$ cat src/rtl/aes_inv_round_if.sv
// Load/result bundle for aes_inv_round: the master drives the load strobe and the two
// 128-bit operands, and the slave returns the stage index and the registered state.
interface aes_inv_round_if;
  logic         valid;
  logic [127:0] matrix1;
  logic [127:0] matrix2;
  logic [1:0]   count;
  logic [127:0] matrix3;

  modport master (output valid, output matrix1, output matrix2,
                  input  count, input  matrix3);
  modport slave  (input  valid, input  matrix1, input  matrix2,
                  output count, output matrix3);
endinterface

$ cat src/rtl/aes_inv_round.sv
// One AES inverse round without SubBytes (InvMixColumns, then InvShiftRows, then AddRoundKey),
// one stage per clock; count reports which stage matrix3 currently holds.
//   state | meaning
//   IDLE  | no operation; matrix3 holds the last result
//   S1    | matrix3 = InvMixColumns(matrix1)
//   S2    | matrix3 = InvShiftRows of S1 result
//   S3    | matrix3 = S2 result XOR key; may accept the next block
module aes_inv_round (
  input  logic          clk,
  input  logic          rst,
  aes_inv_round_if.slave bus
);

  typedef enum logic [1:0] {
    IDLE = 2'd0,
    S1   = 2'd1,
    S2   = 2'd2,
    S3   = 2'd3
  } state_t;

  state_t       state;
  logic [127:0] state_q;
  logic [127:0] key_reg;

  function automatic logic [7:0] xtime(input logic [7:0] a);
    return {a[6:0], 1'b0} ^ (a[7] ? 8'h1b : 8'h00);
  endfunction

  function automatic logic [31:0] inv_mix_col(input logic [31:0] col);
    logic [7:0] a  [4];
    logic [7:0] x2 [4];
    logic [7:0] x4 [4];
    logic [7:0] x8 [4];
    logic [7:0] m9 [4];
    logic [7:0] mb [4];
    logic [7:0] md [4];
    logic [7:0] me [4];
    logic [31:0] res;
    res = '0;
    for (int i = 0; i < 4; i++) begin
      a[i]  = col[31-8*i -: 8];
      x2[i] = xtime(a[i]);
      x4[i] = xtime(x2[i]);
      x8[i] = xtime(x4[i]);
      m9[i] = x8[i] ^ a[i];
      mb[i] = x8[i] ^ x2[i] ^ a[i];
      md[i] = x8[i] ^ x4[i] ^ a[i];
      me[i] = x8[i] ^ x4[i] ^ x2[i];
    end
    for (int i = 0; i < 4; i++) begin
      res[31-8*i -: 8] = me[i] ^ mb[(i+1)%4] ^ md[(i+2)%4] ^ m9[(i+3)%4];
    end
    return res;
  endfunction

  function automatic logic [127:0] inv_mix(input logic [127:0] v);
    logic [127:0] res;
    res = '0;
    for (int c = 0; c < 4; c++) begin
      res[127-32*c -: 32] = inv_mix_col(v[127-32*c -: 32]);
    end
    return res;
  endfunction

  // Row r moves right by r columns: the byte at column c lands in column (c+r) mod 4.
  function automatic logic [127:0] inv_shift(input logic [127:0] v);
    logic [127:0] res;
    res = '0;
    for (int r = 0; r < 4; r++) begin
      for (int c = 0; c < 4; c++) begin
        res[127-8*(r+4*((c+r)%4)) -: 8] = v[127-8*(r+4*c) -: 8];
      end
    end
    return res;
  endfunction

  always_ff @(posedge clk or posedge rst) begin
    if (rst) begin
      state   <= IDLE;
      state_q <= '0;
      key_reg <= '0;
    end else begin
      case (state)
        IDLE: begin
          if (bus.valid) begin
            key_reg <= bus.matrix2;
            state_q <= inv_mix(bus.matrix1);
            state   <= S1;
          end
        end
        S1: begin
          state_q <= inv_shift(state_q);
          state   <= S2;
        end
        S2: begin
          state_q <= state_q ^ key_reg;
          state   <= S3;
        end
        S3: begin
          if (bus.valid) begin
            key_reg <= bus.matrix2;
            state_q <= inv_mix(bus.matrix1);
            state   <= S1;
          end else begin
            state   <= IDLE;
          end
        end
        default: state <= IDLE;
      endcase
    end
  end

  assign bus.count   = state;
  assign bus.matrix3 = state_q;

endmodule

$ cat src/flat_wrapper.sv
// flat-port wrapper written by rule: the top's interface ports become plain ports
module aes_inv_round_flat 
  (clk, rst, bus_valid, bus_matrix1, bus_matrix2, bus_count, bus_matrix3);
  aes_inv_round_if bus_i ();
  input  logic clk;
  input  logic rst;
  input wire logic [$bits(bus_i.valid)-1:0] bus_valid;
  input wire logic [$bits(bus_i.matrix1)-1:0] bus_matrix1;
  input wire logic [$bits(bus_i.matrix2)-1:0] bus_matrix2;
  output wire logic [$bits(bus_i.count)-1:0] bus_count;
  output wire logic [$bits(bus_i.matrix3)-1:0] bus_matrix3;
  assign bus_i.valid = bus_valid;
  assign bus_i.matrix1 = bus_matrix1;
  assign bus_i.matrix2 = bus_matrix2;
  assign bus_count = bus_i.count;
  assign bus_matrix3 = bus_i.matrix3;
  aes_inv_round u_core (.clk(clk), .rst(rst), .bus(bus_i));
endmodule
$ cat config.mk
export PLATFORM = sky130hd
export DESIGN_NAME = aes_inv_round_flat
export DESIGN_NICKNAME = d
export VERILOG_FILES = /design/src/rtl/aes_inv_round_if.sv /design/src/rtl/aes_inv_round.sv /design/src/flat_wrapper.sv
export SDC_FILE = /design/constraint.sdc
export NUM_CORES = 1
export LEC_CHECK = 0
export BUFFER_PORTS_ARGS = -buffer_cell sky130_fd_sc_hd__buf_2
export CORE_AREA = 2 2 184 366
export DETAILED_ROUTE_END_ITERATION = 10
export DIE_AREA = 0 0 186 368
export PLACE_DENSITY_LB_ADDON = 0.15
export SLEW_MARGIN = 40
export SYNTH_ARGS = -nofsm -noshare
export SYNTH_HDL_FRONTEND = slang
export SYNTH_SLANG_ARGS = --single-unit
$ cat constraint.sdc
create_clock -name clk -period 8.5 [get_ports clk]
set_clock_uncertainty 0.2 [all_clocks]
set_input_delay 1.275 -clock clk [delete_from_list [all_inputs] [get_ports clk]]
set_output_delay 1.275 -clock clk [all_outputs]
set_load 0.005 [all_outputs]
# Word-level counts from Yosys, hierarchy flattened
# Index checks and enable logic that the tools add are counted.
[word_totals] register_bits=258 in_bits=259 out_inout_bits=130
[op_classes] n_eq_ne=5 mux=53 n_bitwise=194 n_reduce_logical=4
[ops] operator="8-bit XOR" count=191
[ops] operator="128-bit case mux with 3 select lines" count=1
[ops] operator="5-bit two-way mux" count=48
[ops] operator="128-bit two-way mux" count=1
[ops] operator="128-bit XOR" count=1
[ops] operator="2-bit case mux with 4 select lines" count=1
[ops] operator="8-bit by 5-bit XOR with 8-bit output" count=1
[ops] operator="2-bit equality test (second input constant)" count=2
[ops] operator="2-bit AND reduction" count=2
[ops] operator="2-bit by 1-bit equality test with 1-bit output (second input constant)" count=1
[ops] operator="2-bit logical NOT" count=1
[ops] operator="2-bit two-way mux" count=1
[ops] operator="2-bit by 1-bit != test with 1-bit output (second input constant)" count=1
[ops] operator="2-bit != test (second input constant)" count=1
[ops] operator="2-bit OR reduction" count=1
[ops] operator="1-bit two-way mux" count=1
[ops] operator="1-bit NOT" count=1

# Depth between registers and ports, before layout
[logic_depth] depth_word=13 mapped_depth=11

# Worst setup path after synthesis
# Ideal clock, no wire load.
[synth_timing] path_kind="input -> register" startpoint="input port bus_matrix1[103]" endpoint="register u_core.state_q[115], in the netlist u_core.bus.matrix3[115]" setup_ns=0.124 arrival_ns=3.070 required_ns=8.176 path_slack_ns=5.107 stages=7 path_buffers=1 cell_sequence="buf_2 > xnor3_1 > xnor3_1 > xnor3_1 > xnor2_1 > o21ai_1 > a21boi_1"
[synth_via] elab_chain_cells=10
[synth_lines] element="from (decl)" line="flat_wrapper.sv:8" source="input wire logic [$bits(bus_i.matrix1)-1:0] bus_matrix1;"
[synth_lines] element="5-bit two-way mux" line="aes_inv_round.sv:26" source="return {a[6:0], 1'b0} ^ (a[7] ? 8'h1b : 8'h00);"
[synth_lines] element="8-bit XOR (3 in a row)" line="aes_inv_round.sv:26"
[synth_lines] element="8-bit XOR (2 in a row)" line="aes_inv_round.sv:47" source="md[i] = x8[i] ^ x4[i] ^ a[i];"
[synth_lines] element="8-bit XOR (2 in a row)" line="aes_inv_round.sv:51" source="res[31-8*i -: 8] = me[i] ^ mb[(i+1)%4] ^ md[(i+2)%4] ^ m9[(i+3)%4];"
[synth_lines] element="128-bit two-way mux" line="aes_inv_round.sv:85, aes_inv_round.sv:100"
[synth_lines] element="128-bit case mux with 3 select lines" line="aes_inv_round.sv:83" source="case (state)"
[synth_lines] element="to (signal assigned)" line="aes_inv_round.sv:87" source="state_q <= inv_mix(bus.matrix1);"
[synth_lines] element="to (signal assigned)" line="aes_inv_round.sv:92" source="state_q <= inv_shift(state_q);"
[synth_lines] element="to (signal assigned)" line="aes_inv_round.sv:102" source="state_q <= inv_mix(bus.matrix1);"
[synth_lines] element="to (decl)" line="aes_inv_round.sv:22" source="logic [127:0] state_q;"
# Every way passes these cells. The select of a mux whose other input is x is not followed.
# A chain may end at the register's enable or synchronous reset.

# Worst setup path in the final report
[layout_timing] startpoint="register u_core.state[0], in the netlist u_core.bus.count[0]" endpoint="register u_core.state_q[36], in the netlist u_core.bus.matrix3[36]"
[layout_via] elab_chain_cells=3 word_cells_on_any_way=7 cone_classes="4 x eq/ne; 1 x mux; 2 x reduce/logical"
[layout_lines] element="from (decl)" line="aes_inv_round.sv:21" source="state_t state;"
[layout_lines] element="from (signal assigned)" line="aes_inv_round.sv:79" source="state <= IDLE;"
[layout_lines] element="from (signal assigned)" line="aes_inv_round.sv:88" source="state <= S1;"
[layout_lines] element="from (signal assigned)" line="aes_inv_round.sv:93" source="state <= S2;"
[layout_lines] element="2-bit equality test / 2-bit logical NOT (equally long branches)" line="aes_inv_round.sv:83"
[layout_lines] element="2-bit OR reduction (no line)"
[layout_lines] element="128-bit case mux with 3 select lines / 2-bit by 1-bit != test with 1-bit output (equally long branches)"
[layout_lines] element="to (signal assigned)" line="aes_inv_round.sv:87"
[layout_lines] element="to (signal assigned)" line="aes_inv_round.sv:92"
[layout_lines] element="to (signal assigned)" line="aes_inv_round.sv:96" source="state_q <= state_q ^ key_reg;"
# Parallel ways exist; a longest one is shown, timed or not.

==> impl_results.md <==
- Outcome: completed
- GP Congestion: slightly below 1
- PortBufs: a little under 400
- Logic pwr share: approximately three fifths
- Critical Path Start Type: flop
- Yosys top cell area share: 30.2%
- Synth Warn #: 0
- Setup bufs post-CTS: 0
- Max_cap viols: 0
- Data required time at the worst endpoint: 8.74 ns
- WL/cell: 28.1 um
- Total number of vias: ~16k
- # fillers: 6,648
- Static Leak: 11.0 nW
- Fin Hold WS: 0.323 ns
- Post-synth top flop: dfrtp_1
- Die area: 68,400 um^2
- Crit Path Max Fanout: 91
- Slowest Stage Delay on Critical Path: 0.65 ns
- Die Width: ~190 um
- Clock Root Buffer: clkbuf_16
- Post-layout util: a little under two fifths
- Sum Neg Setup Slack: 0 ns
- Unique cell type count in the Yosys netlist: 44
- Clk pwr share: 13.3%
- Final min period: around 3.8 ns
- Core Footprint: 65,700 um^2
- Iter 0 DRT Violations: 979
- Async SR Flop Fraction: 100%
- Total CTS buffers: 28
- Net count after synthesis: around 2.3k
- Seq pwr share: a little over a quarter
- Vias in the first global route: 17.4k
- Avg Inst Size Synth: 10.6 um^2
- Post-synthesis sequential area ratio: 30.2%
- Initial Util: roughly 33%
- Worst-path clk slew: around 0.07 ns
- Vias per cell: 5.16
- CP max-delay cell: buf_6
- Fin crit share: 44.4%
- Nets: between 2k and 3k
- Final HPWL DP: 71,400 um
- Slew HR: 39.6%
- Internal power: around 5.3 mW
- Critical path type: reg -> reg
- Sw Ratio: 47.3%
- GR Util All Layers: about 26%
- Crit path arrival time: 4.01 ns
- Clock sink count: 258
- Largest net degree at the start of global routing: between 90 and 100
- H-Tree Depth: 1
- Drt total wl: roughly 90,000 um
- Gr ovfl total: 0
- Hold Path Class: reg -> reg
- CTS tree: built
- Post-route ant nets: 0
- Slew Limit Fails: 0
- DRT Pass-1 Iters: 7
- Post-synthesis instance total: ~2k
- I/O pins: between 300 and 400
- First-pass GRT wire length: 126,000 um
- Synthesized flop and latch total: 258
- Worst slew pin tran: 0.899 ns
- Final Setup Violations: 0
- Syn Std Cell Area: 21,400 um^2
- Final Power: between 10 and 15 mW
- Post-synth EDFFs: 0
- Cts hold-fix bufs: 0
- CTS-repair resized insts: 0
- Layout cells sized above 1: 27.5%
- P_sw: 4.74 mW
- Fmax: around 270 MHz
- CP endpoint kind: flop
- Cell taking the most area after synthesis: dfrtp_1
- CP Cell Sequence: inv_1, ha_2, nor2_4, buf_6, nor2_1, a221oi_1, o31ai_1
- Rows: 133
- Worst vdd ir: 0.000222 V
- Clk Latency, worst-skew pair: 0.60 ns
- Synthesis-to-layout area growth: 17.4%
- Largest cells by area after synthesis: dfrtp_1 30%, xnor2_1 21%, xnor3_1 10%
- Die Height: 368 um
- Largest buffer count on any clock path: 3
- Final hold vios: 0
- Initial antenna violation count: 5
- Unrepaired setup endpoints after global routing: false
- DRC violations left: 0
- Pwr Density: 399 nW/um^2
synthesized netlist by cell type (5+ instances only):
cell / number
a21boi_1: 5
a21oi_1: 123
a221oi_1: 14
a22o_1: 26
a22oi_1: 19
buf_1: 5
buf_2: 37
clkbuf_1: 114
dfrtp_1: 258
ha_1: 6
inv_1: 8
mux2_2: 140
mux2i_1: 9
nand2_1: 57
nand2b_1: 6
nor2_1: 64
nor3b_1: 12
o211a_1: 16
o21a_1: 29
o21ai_0: 51
o21ai_1: 89
o221ai_1: 20
o22ai_1: 17
o31ai_1: 15
xnor2_1: 509
xnor2_2: 16
xnor3_1: 95
xor2_1: 206
xor2_2: 6
xor3_1: 17
metrics by stage:
stage                     worst slack, ns  instance area [um^2]  std cells
after floorplan                      3.63                 21400       2009
after global placement               4.09                 24000       3135
after detailed placement             4.34                 24100       3137
after CTS                            4.70                 25100       3189
after global routing                 4.56                 25100       3191
final                                4.73                 25100       3191
per-layer routing:
metal  global-route usage (%)  vias up  share of wire (%)
met4                     15.7        6                7.1
met5                        0        -              0.039
met2                     46.7      641                 52
met1                     28.0     8256                 36
met3                     3.42      173                5.0
li1                         -     7403                  -
power by group through the flow:
stage	Sequential [mW]	Combinational (mW)	Clock (mW)
finish	2.67	6.01	1.33
detailed placement	2.69	6.01	0
global route	2.73	6.44	1.41
CTS	2.67	6.04	1.37
floorplan	2.36	3.99	0
global placement	2.67	5.94	0
final timing paths:
path | endpoint | slack [ns] | startpoint | cells past startpoint
worst max-delay path | u_core.bus.matrix3[36] | 4.73 | u_core.bus.count[0] | 7
worst min-delay path | u_core.key_reg[120] | 0.32 | u_core.key_reg[120] | 1
worst max register to register | u_core.bus.matrix3[36] | 4.73 | u_core.bus.count[0] | 7
worst min register to register | u_core.key_reg[120] | 0.32 | u_core.key_reg[120] | 1
max in group asynchronous | u_core.key_reg[63] | 5.69 | rst | 6
min in group asynchronous | u_core.key_reg[0] | 0.61 | rst | 2
layout make-up:
cell class,count,area [um^2],share of cell area (%)
clock buffers,41,830,3.30
inverters,9,40.0,0.159
diodes,1,2.50,0.00996
flip-flops and latches,258,6460,25.7
multi-input cells,1584,14300,57.1
clock inverters,11,169,0.672
repair buffers,410,2190,8.73
well taps,877,1100,4.37
cells by family (layout without fill, tap and decap cells):
kind of cell | Yosys count | after routing | synth area share [%]
adders and majority gates | 6 | 6 | 0.351
xor gates and xnor gates | 850 | 850 | 42.9
muxes | 149 | 149 | 7.79
DFF | 258 | 258 | 30.2
and+or+nand+nor | 147 | 147 | 2.97
other | 0 | 1 | 0
AOI/OAI and AO/OA | 432 | 432 | 12.6
buffers and inverters | 167 | 471 | 3.19
worst max-delay path, delay by kind of cell (launching register included):
kind	cells	cell delay, ns
buf+inv	2	0.82
simple gates	2	0.88
flops	1	0.52
compound gates	2	0.78
fa+ha+maj	1	0.39
layout by cell type, fill, tap and decap left out, drive strengths merged, types with 5 or more instances in the layout:
cell	instances
o22ai	17
inv	10
o21a	29
nor2	64
nand2b	6
nand2	57
mux2	140
a21oi	123
dfrtp	258
o31ai	15
o211a	16
a22o	26
o21ai	140
o221ai	20
xor2	212
xor3	17
mux2i	9
clkinv	5
a21boi	5
clkbuf	42
buf	409
xnor3	96
xnor2	525
ha	6
a221oi	14
a22oi	19
nor3b	12
Note: power is estimated with default switching activity, not from simulation.
